--- src/rtl/cmd_slice_sequencer.sv ---
// Captures a DEPTH-entry command array in one load handshake, then issues the
// non-NOP entries lowest index first over a valid/ready port, pulsing done at the end.
module cmd_slice_sequencer #(
    parameter int DEPTH = 9,
    parameter int CMD_W = 2,
    localparam int IDX_W = $clog2(DEPTH),
    localparam int CNT_W = $clog2(DEPTH + 1)
) (
    input  logic             clk,
    input  logic             reset,
    input  logic             load_valid,
    output logic             load_ready,
    input  logic [CMD_W-1:0] load_cmds [DEPTH-1:0],
    input  logic             flush,
    output logic             out_valid,
    input  logic             out_ready,
    output logic [CMD_W-1:0] out_cmd,
    output logic [IDX_W-1:0] out_index,
    output logic             done,
    output logic [CNT_W-1:0] issued_count,
    output logic             state_dbg
);

    typedef enum logic {
        IDLE  = 1'b0,
        ISSUE = 1'b1
    } state_t;

    // Handshakes: a transfer happens on a rising edge where both valid and ready
    // are high. Valid never depends on ready and, once raised, stays high with
    // stable payload until the transfer (or flush/reset) completes.

    state_t             state_q, state_d;
    logic [CMD_W-1:0]   cmd_q [DEPTH-1:0];
    logic [DEPTH-1:0]   pend_q, pend_d;
    logic [DEPTH-1:0]   load_pend;
    logic [DEPTH-1:0]   rem;
    logic [IDX_W-1:0]   sel;
    logic [CNT_W-1:0]   count_d;
    logic               done_d;
    logic               load_en;

    always_comb begin
        for (int i = 0; i < DEPTH; i++) begin
            load_pend[i] = (load_cmds[i] != '0);
        end
    end

    // Priority encoder: lowest pending slot wins.
    always_comb begin
        sel = '0;
        for (int i = DEPTH - 1; i >= 0; i--) begin
            if (pend_q[i]) sel = IDX_W'(i);
        end
    end

    always_comb begin
        rem      = pend_q;
        rem[sel] = 1'b0;
    end

    always_comb begin
        state_d = state_q;
        pend_d  = pend_q;
        count_d = issued_count;
        done_d  = 1'b0;
        load_en = 1'b0;
        if (flush) begin
            state_d = IDLE;
            pend_d  = '0;
        end else begin
            case (state_q)
                IDLE: begin
                    if (load_valid) begin
                        load_en = 1'b1;
                        pend_d  = load_pend;
                        count_d = '0;
                        if (|load_pend) state_d = ISSUE;
                        else            done_d  = 1'b1;
                    end
                end
                ISSUE: begin
                    if (out_ready) begin
                        pend_d  = rem;
                        count_d = issued_count + CNT_W'(1);
                        if (rem == '0) begin
                            state_d = IDLE;
                            done_d  = 1'b1;
                        end
                    end
                end
                default: state_d = IDLE;
            endcase
        end
    end

    always_ff @(posedge clk) begin
        if (reset) begin
            state_q      <= IDLE;
            pend_q       <= '0;
            done         <= 1'b0;
            issued_count <= '0;
            for (int i = 0; i < DEPTH; i++) cmd_q[i] <= '0;
        end else begin
            state_q      <= state_d;
            pend_q       <= pend_d;
            done         <= done_d;
            issued_count <= count_d;
            if (load_en) begin
                for (int i = 0; i < DEPTH; i++) cmd_q[i] <= load_cmds[i];
            end
        end
    end

    // Outputs come from registered state only.
    assign load_ready = (state_q == IDLE);
    assign out_valid  = (state_q == ISSUE);
    assign out_cmd    = out_valid ? cmd_q[sel] : '0;
    assign out_index  = out_valid ? sel : '0;
    assign state_dbg  = state_q;

endmodule
--- config.mk ---
export PLATFORM = sky130hd
export DESIGN_NAME = cmd_slice_sequencer
export DESIGN_NICKNAME = d
export VERILOG_FILES = /design/src/rtl/cmd_slice_sequencer.sv
export SDC_FILE = /design/constraint.sdc
export NUM_CORES = 1
export LEC_CHECK = 0
export BUFFER_PORTS_ARGS = -buffer_cell sky130_fd_sc_hd__buf_4
export CAP_MARGIN = 10
export CORE_MARGIN = 5
export CORE_UTILIZATION = 42
export CTS_BUF_LIST = sky130_fd_sc_hd__clkbuf_8
export CTS_CLUSTER_DIAMETER = 150
export CTS_CLUSTER_SIZE = 12
export DETAILED_ROUTE_END_ITERATION = 8
export SYNTH_ARGS = -nofsm -noshare
export SYNTH_HDL_FRONTEND = slang
export SYNTH_SLANG_ARGS = --single-unit
--- constraint.sdc ---
create_clock -name clk -period 2.7 [get_ports clk]
set_clock_uncertainty 0.1 [all_clocks]
set_input_delay 0.27 -clock clk [delete_from_list [all_inputs] [get_ports clk]]
set_output_delay 0.27 -clock clk [all_outputs]
set_load 0.1 [all_outputs]
==> run summary <==
DP Cell Count: 263
share of the synthesized area in the top cell type: 30.0%
share of flip-flops with an asynchronous set or reset: 0%
Max rail drop VDD: 0.311 mV
H-tree levels: 2
CTS Buffer Depth: 2
flops & latches, synth: 33
clock sinks: 33
Pwr Total: 1.17 mW
layout cells sized above 1: 27.5%
Rel. slew slack: 62.3%
Post-synth EDFFs: 18
Lkg Pwr: 0.905 nW
unrepaired setup endpoints after global routing: no
Die W: 75.5 microns
Critical Path Sink Type: output port
row cnt: 23
final setup vio count: 0
Final GP Congestion: 0.877
Final Hold Viols: 0
Setup crit start kind: register
Final min period: 2.57 ns
P per Cell Area: 525 mW/mm^2
actual slew at the worst max-slew pin: 0.560 ns
crit share post-route: 95.1%
DR iter-0 viols: 258
first-pass GRT wire length: 7780 microns
CTS tree: built
DP Wirelength: 3590 microns
post-DR vias/cell: 5.79
synth cell count leaders: 19 x and3_1, 18 x edfxtp_1, 16 x o21ai_0
Top FF cell, synth: edfxtp_1
Ports: 37
Total GRT Usage: 18.6%
synthesized instance count: 188
core area: 0.00409 sq mm
initial core utilization: 44.1%
YS warnings: 0
Worst Path Arrival: 2.20 ns
Area Growth Syn to Fin: 24.1%
drt pass-1 iters: 5
Yosys top cell by area: edfxtp_1
fin cells: 272
Setup TNS: 0 ns
total DRC errors in the routed layout: 0
Clock Latency Late Sink: 0.28 ns
crit-path max FO: 7
# port buffers: 36
vias in the first global route: 1563
total wire length: 4770 microns
FMAX: 389 MHz
crit path kind: register to output port
drt wl/cell: 17.5 microns
routed vias: 1576
area of the die: 0.00570 sq mm
Worst-path clk slew: 0.06 ns
max-capacitance violation count: 0
n_diodes: 0
clk root buf: clkbuf_8
largest cells by area after synthesis: edfxtp_1 30%, dfxtp_1 17%, and3_1 6.6%, o21ai_0 4.4%, a21oi_1 3.9%
Die Ht: 75.5 microns
final net count: 245
Mapped Avg Cell Area: 9.58 sq um
most frequent cell after synthesis: and3_1
Slew Limit Fails: 0
status: completed
largest net degree at the start of global routing: 28
register area share after synthesis: 46.7%
post-synthesis cell area: 0.00180 sq mm
Hold Path Class: primary input to register
Num CTS Buffers: 5
required time worst endpoint: 2.33 ns
Synth cell types: 45
initial antenna violation count: 0
Post-DRT Antenna Nets: 0
GRT overflow: 0
Syn Nets: 212
-- cell families after synthesis --
kind of cell	synth area share, %
flip-flops	46.7
adder cells (fa/ha/maj)	0.694
buffers and inverters	5.07
multiplexers	1.11
AND/OR/NAND/NOR	25.1
AO/OA/AOI/OAI	19.9
XOR/XNOR	1.46
-- final timing paths --
check	slack [ns]	cells after the start	from	endpoint
hold reg to reg	0.41	2	issued_count[1]	issued_count[1]
hold / removal	0.06	2	reset	issued_count[1]
setup reg to reg	0.69	6	pend_q[0]	out_valid
setup / recovery	0.13	6	pend_q[7]	out_cmd[0]
-- per-stage QoR --
| step | worst slack, ns | util [%] | instance area, sq um | hold slack, ns |
|---|---|---|---|---|
| after floorplan | 0.0296 | - | 1840 | 0.239 |
| after global placement | 0.312 | 52.0 | 2120 | 0.347 |
| after detailed placement | 0.276 | 52.0 | 2120 | 0.354 |
| after CTS | 0.0382 | 54.0 | 2210 | 0.0508 |
| after global routing | 0.0501 | 54.7 | 2240 | 0.0664 |
| final | 0.132 | 54.7 | 2240 | 0.0590 |
-- state kept, by name, indices dropped and copies added, names as in the netlist --
register      flops
cmd_q            18
pend_q            9
out_valid         1
issued_count      4
done              1
-- layout make-up --
cell class                      instances  area (sq um)
Tap cell                               50          62.6
Clock buffer                            5          68.8
Clock inverter                          3          11.3
Inverter                                2          7.51
Sequential cell                        33           845
Multi-Input combinational cell        138           926
Fill cell                             385          1850
Timing Repair Buffer                   41           315
-- critical path, stage by stage (launching register included) --
cell	delay, ns
dfxtp_1	0.38
or4_4	0.61
o21a_1	0.21
o311a_1	0.32
o21ai_1	0.13
a311oi_4	0.06
buf_6	0.20
-- where the power goes --
| group | switching, mW | internal [mW] |
|---|---|---|
| registers | 0.0271 | 0.558 |
| logic | 0.160 | 0.0930 |
| clock network | 0.165 | 0.171 |
| total | 0.352 | 0.822 |
-- cells in the final DEF, fill, tap and decap left out, types with 2 or more instances in the layout --
cell type	count
dfxtp_1	12
or3_1	2
o311a_1	3
buf_6	2
nand4_1	2
nor3_1	4
o21a_1	2
o21ai_0	16
a211oi_1	2
o211ai_1	4
and3_1	19
o22ai_1	2
nand2_1	8
edfxtp_1	18
clkbuf_8	5
a21o_1	2
or4_4	2
nor4_1	6
or2_2	2
dfxtp_2	3
nor2_1	9
or4_1	2
mux2i_1	2
nand2b_1	3
xor2_1	2
o21bai_1	2
nand3_1	6
nor2b_1	3
nor3b_1	3
a21oi_1	14
buf_4	39
inv_1	5
-- routing by layer --
metal  vias to the layer above  part of all wire [%]  track usage (%)
met5                         -                     0                0
met4                         0                  0.65             5.83
met3                         4                   6.9             5.41
met2                        56                    47             28.6
met1                       729                    45             25.4
li1                        787                     -                -
-- repair_timing --
| action | CTS | global route |
|---|---|---|
| gates resized for setup | 1 | 5 |
| buffers inserted | 0 | 1 |
| pin swaps | 0 | 1 |
| hold buffers | 0 | 0 |
| endpoints found under the setup margin | 1 | 2 |
No activity file was read; power rests on OpenSTA's default activity.
